===== config.mk =====
export PLATFORM = sky130hd
export DESIGN_NAME = wide_add_seq
export DESIGN_NICKNAME = d
export VERILOG_FILES = /design/src/rtl/wide_add_seq_pkg.sv /design/src/rtl/wide_add_seq_mix16bitaddr.sv /design/src/rtl/wide_add_seq.sv
export SDC_FILE = /design/constraint.sdc
export NUM_CORES = 1
export LEC_CHECK = 0
export CORE_MARGIN = 2
export CORE_UTILIZATION = 51
export CTS_CLUSTER_SIZE = 10
export DETAILED_ROUTE_END_ITERATION = 6
export PLACE_DENSITY = 0.8
export RECOVER_POWER = 25
export SLEW_MARGIN = 25
export SYNTH_ARGS = -nofsm -noshare
export SYNTH_HDL_FRONTEND = slang
export SYNTH_SLANG_ARGS = --single-unit

===== constraint.sdc =====
create_clock -name clk -period 5.5 [get_ports clk]
set_input_delay 1.1 -clock clk [delete_from_list [all_inputs] [get_ports clk]]
set_output_delay 1.1 -clock clk [all_outputs]
set_load 0.1 [all_outputs]

===== src/rtl/wide_add_seq_pkg.sv =====
// Shared definitions for the word-serial wide adder: FSM encoding and slice width.
package wide_add_seq_pkg;

  localparam int unsigned WORD_W = 16;

  typedef enum logic [1:0] {
    StIdle = 2'd0,
    StRun  = 2'd1,
    StDone = 2'd2
  } state_e;

endpackage


===== src/rtl/wide_add_seq_mix16bitaddr.sv =====
// 16-bit adder slice: ripple low byte, carry-select high byte.
module mix16bitaddr (
  input  logic [15:0] A,
  input  logic [15:0] B,
  input  logic        Cin,
  output logic [15:0] Sum,
  output logic        Cout
);

  logic [8:0] lo;
  logic [8:0] hi0;
  logic [8:0] hi1;

  always_comb begin
    lo  = {1'b0, A[7:0]} + {1'b0, B[7:0]} + {8'b0, Cin};
    // Both high-byte results are precomputed; the low carry only picks one.
    hi0 = {1'b0, A[15:8]} + {1'b0, B[15:8]};
    hi1 = {1'b0, A[15:8]} + {1'b0, B[15:8]} + 9'd1;
    Sum  = lo[8] ? {hi1[7:0], lo[7:0]} : {hi0[7:0], lo[7:0]};
    Cout = lo[8] ? hi1[8] : hi0[8];
  end

endmodule


===== src/rtl/wide_add_seq.sv =====
// Multi-word add/subtract that reuses one 16-bit slice, one word per cycle, LSW first.
module wide_add_seq
  import wide_add_seq_pkg::*;
#(
  parameter  int unsigned WORDS = 4,
  localparam int unsigned W     = WORD_W * WORDS
) (
  input  logic         clk,
  input  logic         rst,
  input  logic         in_valid,
  output logic         in_ready,
  input  logic [W-1:0] a,
  input  logic [W-1:0] b,
  input  logic         sub,
  output logic         out_valid,
  input  logic         out_ready,
  output logic [W-1:0] sum,
  output logic         cout,
  output logic         overflow
);

  localparam int unsigned IdxW = (WORDS > 1) ? $clog2(WORDS) : 1;
  localparam logic [IdxW-1:0] LastIdx = IdxW'(WORDS - 1);

  state_e            state_q;
  logic [W-1:0]      opa_q;
  logic [W-1:0]      opb_q;
  logic              carry_q;
  logic              sub_q;
  logic [IdxW-1:0]   idx_q;

  logic [WORD_W-1:0] a_word;
  logic [WORD_W-1:0] b_word;
  logic [WORD_W-1:0] s_word;
  logic              c_word;
  logic              ovf_word;

  assign a_word   = opa_q[idx_q*WORD_W +: WORD_W];
  assign b_word   = opb_q[idx_q*WORD_W +: WORD_W];
  assign ovf_word = (a_word[WORD_W-1] == b_word[WORD_W-1]) &&
                    (s_word[WORD_W-1] != a_word[WORD_W-1]);

  mix16bitaddr u_slice (
    .A   (a_word),
    .B   (b_word),
    .Cin (carry_q),
    .Sum (s_word),
    .Cout(c_word)
  );

  always_ff @(posedge clk) begin
    if (rst) begin
      state_q   <= StIdle;
      in_ready  <= 1'b1;
      out_valid <= 1'b0;
      sum       <= '0;
      cout      <= 1'b0;
      overflow  <= 1'b0;
      idx_q     <= '0;
      carry_q   <= 1'b0;
      sub_q     <= 1'b0;
      opa_q     <= '0;
      opb_q     <= '0;
    end else begin
      unique case (state_q)
        StIdle: begin
          if (in_valid && in_ready) begin
            opa_q    <= a;
            // Subtract as A + ~B + 1; the +1 enters as the initial carry.
            opb_q    <= sub ? ~b : b;
            carry_q  <= sub;
            sub_q    <= sub;
            idx_q    <= '0;
            sum      <= '0;
            in_ready <= 1'b0;
            state_q  <= StRun;
          end
        end
        StRun: begin
          sum[idx_q*WORD_W +: WORD_W] <= s_word;
          carry_q <= c_word;
          if (idx_q == LastIdx) begin
            cout      <= c_word;
            overflow  <= ovf_word;
            out_valid <= 1'b1;
            state_q   <= StDone;
          end else begin
            idx_q <= idx_q + IdxW'(1);
          end
        end
        StDone: begin
          if (out_valid && out_ready) begin
            out_valid <= 1'b0;
            in_ready  <= 1'b1;
            state_q   <= StIdle;
          end
        end
        default: state_q <= StIdle;
      endcase
    end
  end

endmodule


# Word-level counts from Yosys, hierarchy flattened
# Index checks and enable logic that the tools add are counted.
[word_totals] reg_bits=201 input_bits=133 out_inout_bits=68
[op_classes] n_addsub=6 n_eq_ne=9 shifts=4 n_mux=21 bitwise_logic=1 reduce_logical=14
[ops] op="64-bit two-way mux" n=2
[ops] op="64-bit case mux with 2 select lines" n=1
[ops] op="64-bit by 7-bit indexed part select with 16-bit output" n=2
[ops] op="64-bit bitwise mux" n=1
[ops] op="64-bit NOT" n=1
[ops] op="16-bit by 34-bit variable shift with 64-bit output, first input constant" n=1
[ops] op="16-bit by 34-bit indexed part select with 64-bit output" n=1
[ops] op="6-bit negator with 34-bit output" n=1
[ops] op="8-bit by 8-bit adder with 9-bit output" n=2
[ops] op="16-bit two-way mux" n=1
[ops] op="3-bit AND reduction" n=4
[ops] op="2-bit two-way mux" n=5
[ops] op="9-bit by 1-bit adder with 9-bit output" n=1
[ops] op="9-bit by 1-bit adder with 9-bit output, second input constant" n=1
[ops] op="2-bit inequality test, second input constant" n=4
[ops] op="1-bit two-way mux" n=6
[ops] op="1-bit case mux with 2 select lines" n=3
[ops] op="2-bit case mux with 3 select lines" n=1
[ops] op="2-bit AND reduction" n=3
[ops] op="2-bit nonzero test" n=3
[ops] op="2-bit equality test, second input constant" n=2
[ops] op="2-bit case mux with 2 select lines" n=1
[ops] op="1-bit logical AND" n=3
[ops] op="2-bit by 1-bit adder with 2-bit output, second input constant" n=1
[ops] op="other kinds (4)" n=4

# Longest topological paths before layout
# Gate-level depths: netlist of run 1.
[logic_depth] word_depth=7 ltp_mapped=13 depth_no_buf=11

# Hierarchy
# A second synthesis of run 1 with hierarchy kept.
[hier_totals] hier_cells=985 area_unflattened_um2=9205.1
[modules_own_cells] module="wide_add_seq" instances=1 cells_each=884 area_each_um2=8390.5 seq_area_each_um2=4023.9
[modules_own_cells] module="mix16bitaddr" instances=1 cells_each=101 area_each_um2=814.5 seq_area_each_um2=0.0

# Worst setup path after synthesis of run 1
# No wires, ideal clock.
[synth_path] path_kind="register to register" from="register idx_q[0]" to="register sum[15]" setup_ns=0.128 arrival_time_ns=3.727 required_time_ns=5.372 setup_slack_ns=1.645 stages_incl_launch_ff=13 n_path_buf=2 synth_period_minus_slack_ns=3.855 cell_sequence="dfxtp_1 -> clkbuf_1 -> buf_2 -> mux4_2 -> ha_1 -> fa_1 -> a211oi_2 -> nor2_1 -> a2111oi_4 -> nand4_1 -> xnor2_2 -> a22oi_1 -> nor2_1"
[synth_between] elab_chain_cells=7
[synth_lines] element="start, declared" line_no="wide_add_seq.sv:30" text="logic [IdxW-1:0] idx_q;"
[synth_lines] element="start signal, assigned" line_no="wide_add_seq.sv:88" text="idx_q <= idx_q + IdxW'(1);"
[synth_lines] element="64-bit by 7-bit indexed part select with 16-bit output (on tied branches)" line_no="wide_add_seq.sv:38, wide_add_seq.sv:39"
[synth_lines] element="8-bit by 8-bit adder with 9-bit output (on tied branches)" line_no="wide_add_seq_mix16bitaddr.sv:15, wide_add_seq_mix16bitaddr.sv:17, wide_add_seq_mix16bitaddr.sv:18"
[synth_lines] element="9-bit by 1-bit adder with 9-bit output (on tied branches)" line_no="wide_add_seq_mix16bitaddr.sv:15, wide_add_seq_mix16bitaddr.sv:18"
[synth_lines] element="16-bit two-way mux" line_no="wide_add_seq_mix16bitaddr.sv:19" text="Sum = lo[8] ? {hi1[7:0], lo[7:0]} : {hi0[7:0], lo[7:0]};"
[synth_lines] element="16-bit by 34-bit indexed part select with 64-bit output" line_no="wide_add_seq.sv:80" text="sum[idx_q*WORD_W +: WORD_W] <= s_word;"
[synth_lines] element="64-bit bitwise mux (*)" line_no="wide_add_seq.sv:80"
[synth_lines] element="64-bit case mux with 2 select lines (*)" line_no="wide_add_seq.sv:65" text="unique case (state_q)"
[synth_lines] element="end signal, assigned by index" line_no="wide_add_seq.sv:80"
[synth_lines] element="end, declared" line_no="wide_add_seq.sv:17" text="output logic [W-1:0] sum,"
# Mark *: on every way between the ends. The rest lies on a longest branch, timed or not.
# A chain may end at the register's enable or synchronous reset.

# Final worst setup path of run 1
[layout_path] from="input port rst" to="register opb_q[10]"
[layout_lines] element="start, declared" line_no="wide_add_seq.sv:9" text="input logic rst,"
[layout_lines] element="end signal, assigned" line_no="wide_add_seq.sv:70" text="opb_q <= sub ? ~b : b;"
[layout_lines] element="end, declared" line_no="wide_add_seq.sv:27" text="logic [W-1:0] opb_q;"
# No word-level cell between the ends.

==> metrics.txt, run 1 <==
status=complete, but fails checks; failing checks=capacitance limit, slew limit; Worst Setup Path Type=in2reg; HPWL after DPL=16.63 mm; synth-to-layout area growth=29.92%; asr flop ratio synth=0; post-route ant nets=0; worst endpoint required time=5810 ps; Core ar.=17780 sq um; Worst Hold Class=reg2reg; drt pass-1 iters=5; worst path buffer plus inverter count=2; Util after Layout=0.6701; Syn Area/Cell=9.207 sq um; leading area contributor after synthesis=dfxtp_1; clock skew=12.24 ps; port bufs=200; max_slew headroom=-0.8390; leakage=0.004194 uW; drt drc=0; clk slew on worst S/H paths=50 ps; Hold Path Cell Cnt=2; die boundary width=138.1 um; synthesized flop and latch total=201; startpoint types=input port; Max Clock Freq=245.6 MHz; RD Place Congestion=0.9426; area share of the largest cell type after synthesis=0.4388; H-Tree Depth=1; CTS Hold Bufs=0; CP Capture Type=flip-flop; post-CTS setup buffer count=0; CTS tree=yes; PostCTS Resize Cnt=0; critical path depth in cells=3; wirelength, routed=24.18 mm; Vias/cell=5.667; vias in the first global route=7592; crit path max fanout=140; first-pass GRT wire length=38.74 mm; Initial Util=0.5158; Slew @ Worst Pin=2758 ps; Inserted Diodes=0; clk_lat worst skew=500 ps; initial drt markers=624; Final period util=0.7402; initial antenna violation count=0; Peak VDD IR=0.0002437 V; worst r2r path cells=12; Filler cells=1406; Slowest-stage cell, CP=clkbuf_2; wire length per cell=17.42 um; # setup viols final=0; RSZ-0062 raised after global routing=false; Syn Inst Count=996; DR vias=7866; Synthesis Warnings=0; I/O pin total=201; pwr dens=305.2 nW/um^2; remaining global-route overflow=0; Cell variety after synth=51; clock root buffer=clkbuf_16; Top FF cell, synth=dfxtp_1; CP delay by family, top=buffers and inverters; Num CTS Buffers=24; CP peak stage delay=1860 ps; layout cells sized above 1=0.08110; largest net degree at the start of global routing=141; maximum clock insertion buffer count=3; nets=1314; Hold Violations, Final=0; minimum clock period=4071 ps; Pins Over Slew Limit=141; Max Cap Violations=1; Die Ht=138.1 um; die area=19070 sq um; syn nets=1152; Post-synth EDFFs=0; GRT Total Usage=0.2454; Post-Syn Area=9170 sq um; setup TNS=0 ps; CP Data Arrival Time=4380 ps; worst-path cell chain=clkbuf_2 > clkbuf_2 > a211oi_1; cell repeated most along the worst path=clkbuf_2; synth top area cells=dfxtp_1, mux4_2, xnor2_1; FP Rows=49; clock sinks=201; register area share after synthesis=0.4388
layout by cell type, fill, tap and decap left out, drive strengths merged, types with 2 or more instances in the layout:
| cell type | count |
|---|---|
| o21a | 4 |
| and2 | 2 |
| ha | 20 |
| o211ai | 3 |
| clkbuf | 28 |
| dfxtp | 201 |
| a311o | 2 |
| xor2 | 6 |
| a22oi | 61 |
| a21oi | 85 |
| nor2 | 139 |
| mux4 | 32 |
| xnor2 | 72 |
| o21ai | 6 |
| a2111oi | 2 |
| or3b | 2 |
| inv | 13 |
| o31ai | 2 |
| nor3 | 9 |
| o21bai | 3 |
| nor3b | 4 |
| nand2 | 143 |
| mux2 | 2 |
| a21o | 4 |
| and3b | 2 |
| a211oi | 68 |
| nand4 | 3 |
| nand3b | 6 |
| nand2b | 6 |
| buf | 12 |
| clkdlybuf4s50 | 198 |
| nand3 | 6 |
| fa | 3 |
worst min-delay path: cells and delay by family (launching register included):
| family | cells | cell delay, ps |
|---|---|---|
| AO/OA/AOI/OAI | 1 | 50 |
| flip-flops | 1 | 300 |
| AND/OR/NAND/NOR | 1 | 50 |
synth_stat cells (all sizes together) (2+ instances only):
| cell | n |
|---|---|
| a21oi | 85 |
| o31ai | 2 |
| buf | 20 |
| nor2 | 139 |
| mux4 | 32 |
| o21a | 4 |
| nand2 | 143 |
| fa | 3 |
| o21bai | 3 |
| inv | 12 |
| xnor2 | 72 |
| nand3b | 6 |
| a311o | 2 |
| a2111oi | 2 |
| nand2b | 6 |
| dfxtp | 201 |
| mux2 | 2 |
| ha | 20 |
| nand4 | 3 |
| a21o | 4 |
| and3b | 2 |
| xor2 | 6 |
| a211oi | 68 |
| nand3 | 6 |
| o211ai | 3 |
| a22oi | 61 |
| or3b | 2 |
| o21ai | 6 |
| and2 | 2 |
| nor3 | 9 |
| nor3b | 4 |
| clkbuf | 56 |
final timing paths:
kind / start / end / slack, ps
max: rst / opb_q[10] / 1430
min: opa_q[59] / opa_q[59] / 450
max reg2reg: idx_q[1] / sum[44] / 1720
min reg2reg: opa_q[59] / opa_q[59] / 450
cell type report:
| class | instances | area, sq um | area share |
|---|---|---|---|
| multi-input combinational | 707 | 4823 | 0.4049 |
| sequential | 201 | 4029 | 0.3382 |
| timing repair buffer | 212 | 2082 | 0.1748 |
| clock buffer | 26 | 639.4 | 0.05367 |
| tap | 229 | 286.5 | 0.02405 |
| inverter | 12 | 45.04 | 0.003781 |
| clock inverter | 1 | 8.758 | 0.0007351 |
sequential cells by signal, summed over array words and instances, names as in the netlist:
signal / cells
opa_q: 64
opb_q: 64
sum: 64
idx_q: 2
state_q: 2
carry_q: 1
cout: 1
in_ready: 1
out_valid: 1
overflow: 1
power by group:
part / switching [uW] / total, uW / internal (uW)
Clock: 551 / 1360 / 810
Sequential: 56.7 / 1600 / 1540
Combinational: 382 / 677 / 295
stage by stage:
stage	worst slack (ps)	power [uW]	cells	cell area, sq um	hold slack [ps]
2_1_floorplan	1645	2061	996	9170	433.1
3_3_place_gp	1578	2282	1361	11250	440.3
3_5_place_dp	1530	2295	1361	11260	443.4
4_1_cts	1510	3644	1388	11910	452.4
5_1_grt	1090	3772	1388	11910	470.0
6_report	1429	3637	1388	11910	451.6
cell families after synthesis:
logic type,Yosys count,share of synthesized area
simple gates,328,0.1506
compound gates,244,0.1826
flops,201,0.4388
buf+inv,88,0.03779
xor+xnor,78,0.07532
mux,34,0.08105
fa+ha+maj,23,0.03384
routing by layer:
metal | global-route usage | up-vias | part of all wire
li1 | - | 3817 | -
met1 | 0.3261 | 3725 | 0.43
met2 | 0.4156 | 283 | 0.48
met3 | 0.03776 | 41 | 0.062
met4 | 0.07519 | 0 | 0.027
met5 | 0 | - | 0
Power figures use the tool's default switching activity.
==> run 2, diff against run 1 <==
- CORE_UTILIZATION: 51 -> 46
- PLACE_DENSITY: 0.8 -> 0.77
- clock period: 5.5 -> 3.5 ns (I/O delays scaled with it)
==> run 2 against run 1 <==
Against the previous run: the flow now finishes without violations; final cell count is 4.2% higher; first-iteration DRC count is 7.5% lower; sequential power is 56% higher; flip-flop and latch count stayed put; critical path depth is 8 higher; global-route usage is 1.4 points lower; largest power group unchanged.
==> metrics.txt, run 2 (synthesis results as in run 1) <==
cell repeated most along the worst path=nor2_1; first-pass GRT wire length=40.06 mm (+3.4%); leakage=0.004301 uW (+2.5%); Worst Setup Path Type=reg2reg; DR vias=7873 (+0.089%); FP Rows=51 (+4.1%); clk_lat worst skew=500 ps (about the same); Slew @ Worst Pin=1216 ps (-1543 ps); register share of total power=0.430 (-0.010); remaining global-route overflow=0 (unchanged); I/O pin total=201 (unchanged); worst endpoint required time=3870 ps (-1940 ps); layout cells sized above 1=0.09661 (+0.01551); Slowest-stage cell, CP=mux4_2; Util after Layout=0.6228 (-0.04725); CP Data Arrival Time=3700 ps (-680 ps); Clk pwr share=0.379 (+0.005); CTS Hold Bufs=0 (unchanged); Worst Setup SP=idx_q[0]; Num CTS Buffers=24 (unchanged); Initial Util=0.4696 (-0.04614); # setup viols final=0 (unchanged); minimum clock period=3335 ps; critical path endpoint=sum[31]; commonest non-fill, non-tap cell in the layout=dfxtp_1; commonest non-fill, non-tap cells in the layout=dfxtp_1, clkdlybuf4s50_1, nand2_1, nor2_1, a21oi_1; drt drc=0 (unchanged); Comb pwr share=0.191 (+0.005); Power Internal=4258 uW (+61%); clk slew on worst S/H paths=50 ps (about the same); clock sinks=201 (unchanged); startpoint types=flip-flop; setup TNS=0 ps (unchanged); Worst Hold Class=reg2reg; Vias/cell=5.445 (-3.9%); die area=21080 sq um (+11%); Peak VDD IR=0.0003464 V (+42%); worst r2r path cells=11 (-1); vias in the first global route=7634 (+0.55%); H-Tree Depth=1 (unchanged); wire length per cell=17.26 um (-0.93%); pwr dens=479.3 nW/um^2 (+57%); max_slew headroom=0.1929 (+1.032); clock skew=7.856 ps (-4.382 ps); CP Capture Type=flip-flop; initial drt markers=577 (-7.5%); RD Place Congestion=0.8757 (-7.1%); Area after DPL=11470 sq um (+1.9%); Final period util=0.9528; Max Cap Violations=0 (-1); critical path depth in cells=11 (+8); RR Startpoint=idx_q[0]; clock root buffer=clkbuf_16; Filler cells=1636 (+16%); synth-to-layout area growth=32.62%; wirelength, routed=24.95 mm (+3.2%); CP delay by family, top=compound AO/OA/AOI/OAI gates; Switching Fraction=0.2696 (-0.002499); Max Clock Freq=299.9 MHz; Pins Over Slew Limit=0 (-100%); CP peak stage delay=570 ps (-1290 ps); HPWL after DPL=18.14 mm (+9.1%); worst-path cell chain=buf_12 > mux4_2 > ha_1 > a211oi_2 > nor2_1 > a2111oi_4 > nand4_1 > xnor2_2 > buf_4 > a22oi_1 > nor2_1; crit path max fanout=13 (-91%); GRT Total Usage=0.2309 (-0.01449); fin area=12160 sq um (+2.1%); Hold Violations, Final=0 (unchanged); Psw=1572 uW (+59%); die boundary width=145.2 um (+5.1%); post-route ant nets=0 (unchanged); Core ar.=19530 sq um (+9.8%); RSZ-0062 raised after global routing=false; final hold slack=448.7 ps (-2.867 ps); initial antenna violation count=1 (+1); maximum clock insertion buffer count=3 (unchanged); nets=1332 (+1.4%); status=finished, final reports clean; CTS tree=yes; worst path buffer plus inverter count=2 (unchanged); reg2reg setup slack=170 ps (-1550 ps); Reg2Reg Capture Point=sum[31]; biggest regs=opa_q: 64 flops, opb_q: 64 flops, sum: 64 flops; largest net degree at the start of global routing=76 (-46%); drt pass-1 iters=5 (unchanged); port bufs=200 (unchanged); Die Ht=145.2 um (+5.1%)
-- run 2: power groups by stage --
stage               registers, uW  clock network [uW]  logic (uW)
floorplan                    2580                   0         657
global placement             2550                   0        1090
detailed placement           2550                   0        1100
CTS                          2500                2240        1110
global route                 2520                2330        1210
finish                       2500                2210        1120
-- run 2: tightest hold or removal path: cells and delay by family (launching register included) --
kind	cells	cell delay [ps]
AO/OA/AOI/OAI	1	50
AND/OR/NAND/NOR	1	50
flip-flops	1	300
-- run 2: repair_timing --
item	in CTS	in global routing
endpoints found under the hold margin	0	0
endpoints found under the setup margin	0	19
setup buffers	0	2
gates resized for setup	0	2
-- run 2: layer usage --
layer,vias up,routed length (um),GRT usage
li1,3856,-,-
met1,3714,10870,0.3050
met2,261,11880,0.3879
met3,42,1527,0.03711
met4,0,670,0.07598
met5,-,0,0
-- run 2: stage by stage --
step | std cells | worst slack [ps] | power, uW
after detailed placement | 1413 | 113.4 | 3652
after global routing | 1446 | 15.34 | 6057
after floorplan | 996 | 9.843 | 3241
after global placement | 1413 | 219.7 | 3632
after CTS | 1443 | 61.19 | 5851
final | 1446 | 165.2 | 5830
-- run 2: cell type report --
class | count | area [sq um] | share of cell area
Multi-Input combinational cell | 707 | 4802 | 0.3949
Clock buffer | 30 | 684.4 | 0.05628
Tap cell | 265 | 331.6 | 0.02726
Timing Repair Buffer | 230 | 2267 | 0.1864
Antenna cell | 1 | 2.502 | 0.0002058
Sequential cell | 201 | 4029 | 0.3313
Inverter | 12 | 45.04 | 0.003704
-- run 2: worst min-delay path by stage --
stage                end  cells after the start  slack [ps]      start
6_report       opa_q[62]                      2         450  opa_q[62]
5_1_grt        opa_q[47]                      2         470  opa_q[47]
2_1_floorplan  opa_q[32]                      2         430  opa_q[32]
3_3_place_gp   opa_q[52]                      2         440  opa_q[52]
4_1_cts        opa_q[62]                      2         450  opa_q[62]
3_5_place_dp   opa_q[62]                      2         440  opa_q[62]
==> run 3, diff against run 2 <==
- CTS_CLUSTER_DIAMETER: unset -> 150
==> run 3 against run 2 <==
Against the previous run: non-clock buffer count fell by 1; total power is 2.1% lower; sequential share of layout area up 0.18 points; combinational power about the same; global-route usage fell by 0.24 points; final cell count is 0.28% lower; clock skew grew 2.5 ps; cell area down 0.54%; die area is the same; clock power down 5%; critical endpoint is now sum[15]; via count down 0.43%; hold slack improved by 1.9 ps.
==> metrics.txt, run 3 (synthesis results as in run 1) <==
CP Capture Type=flip-flop; FP Rows=51 (unchanged); Slowest-stage cell, CP=mux4_2; CP Data Arrival Time=3740 ps (+40 ps); Core ar.=19530 sq um (unchanged); first-pass GRT wire length=39.65 mm (-1.0%); post-route ant nets=0 (unchanged); worst endpoint required time=3940 ps (+70 ps); die boundary width=145.2 um (unchanged); commonest non-fill, non-tap cells in the layout=dfxtp_1, clkdlybuf4s50_1, nand2_1, nor2_1, a21oi_1; HPWL after DPL=18.14 mm (unchanged); Max Cap Violations=0 (unchanged); port bufs=200 (unchanged); initial drt markers=615 (+6.6%); die area=21080 sq um (unchanged); largest net degree at the start of global routing=76 (unchanged); pre-CTS WS=113.4 ps (unchanged); maximum clock insertion buffer count=3 (unchanged); Slew @ Worst Pin=1199 ps (-16.60 ps); Vias/cell=5.436 (-0.16%); Max Clock Freq=303.0 MHz (+1.1%); wire length per cell=17.25 um (about the same); startpoint types=flip-flop; Peak VDD IR=0.0003362 V (-2.9%); remaining global-route overflow=0 (unchanged); clk slew on worst S/H paths=50 ps (about the same); synth-to-layout area growth=31.91%; drt pass-1 iters=4 (-1); biggest regs=opa_q: 64 flops, opb_q: 64 flops, sum: 64 flops; initial antenna violation count=1 (unchanged); layout cells sized above 1=0.09269 (-0.003923); Worst Hold Class=reg2reg; CP peak stage delay=550 ps (-20 ps); crit path max fanout=13 (unchanged); minimum clock period=3300 ps (-34.69 ps); GRT Total Usage=0.2286 (-0.002353); worst-path cell chain=buf_12 > mux4_2 > fa_1 > a211oi_2 > nor2_1 > a2111oi_4 > nand4_1 > xnor2_2 > a22oi_1 > nor2_1; # setup viols final=0 (unchanged); Final period util=0.9429 (-0.009911); drt drc=0 (unchanged); pwr dens=471.9 nW/um^2 (-1.6%); cell repeated most along the worst path=nor2_1; I/O pin total=201 (unchanged); status=finished, final reports clean; RD Place Congestion=0.8757 (unchanged); commonest non-fill, non-tap cell in the layout=dfxtp_1; Pins Over Slew Limit=0 (unchanged); Worst Setup Path Type=reg2reg; CTS Hold Bufs=0 (unchanged); H-Tree Depth=1 (unchanged); wirelength, routed=24.88 mm (-0.31%); Filler cells=1664 (+1.7%); leakage=0.004268 uW (-0.76%); clock skew=10.38 ps (+2.519 ps); Num CTS Buffers=24 (unchanged); Hold Violations, Final=0 (unchanged); Initial Util=0.4696 (unchanged); max_slew headroom=0.2039 (+0.01102); vias in the first global route=7585 (-0.64%); clk_lat worst skew=510 ps (about the same); clock root buffer=clkbuf_16; Die Ht=145.2 um (unchanged); DR vias=7839 (-0.43%); post-route setup slack=199.9 ps (+34.69 ps); clock sinks=201 (unchanged); RSZ-0062 raised after global routing=false; CTS tree=yes; setup TNS=0 ps (unchanged); nets=1331 (-0.075%)
==> run 3: layout make-up <==
cell class              count  area, sq um  area share
well taps                 265        331.6     0.02741
clock buffers              25        604.3     0.04996
flip-flops and latches    201         4029      0.3331
inverters                  12        45.04    0.003724
repair buffers            229         2260      0.1868
diodes                      1        2.502   0.0002069
clock inverters             2        25.02    0.002069
multi-input cells         707         4800      0.3968
==> run 3: routing by layer <==
layer  up-vias  global-route usage  share of wire
li1       3842                   -              -
met1      3691              0.3008           0.44
met2       259              0.3838           0.47
met3        47             0.03805          0.061
met4         0             0.07598          0.029
met5         -                   0              0
==> run 3: timing repair <==
item                       4_1_cts  5_1_grt
buffers inserted                 0        1
resized for setup                0        1
setup endpoints to repair        0       19
hold endpoints to repair         0        0
==> run 3: power by group <==
part | internal (uW) | switching [uW] | leakage, uW | total [uW]
clock network | 1210 | 880 | 0.000308 | 2090
logic | 491 | 619 | 0.00232 | 1110
registers | 2420 | 81.1 | 0.00164 | 2500
==> run 3: critical path, delay by kind of cell, from the launching register on <==
| kind | cells | cell delay, ps |
|---|---|---|
| XOR/XNOR | 1 | 340 |
| buffers and inverters | 1 | 180 |
| flip-flops | 1 | 410 |
| AO/OA/AOI/OAI | 3 | 820 |
| adder cells (fa/ha/maj) | 1 | 470 |
| AND/OR/NAND/NOR | 3 | 460 |
| multiplexers | 1 | 550 |
==> run 3: final timing paths <==
path	start	end	slack (ps)	depth (start not counted)
worst max register to register	idx_q[0]	sum[15]	200	10
worst min-delay path	opa_q[62]	opa_q[62]	450	2
worst min register to register	opa_q[62]	opa_q[62]	450	2
worst max-delay path	idx_q[0]	sum[15]	200	10
==> run 3: per-stage QoR <==
stage	util	std cells	hold slack [ps]	cell area [sq um]	total power, uW
after floorplan	-	996	433.1	9176	3241
after global placement	0.5876	1413	440.0	11470	3632
after detailed placement	0.5876	1413	443.1	11470	3652
after CTS	0.6198	1440	450.5	12100	5744
after global routing	0.6195	1442	466.6	12100	5946
final	0.6195	1442	450.6	12100	5708
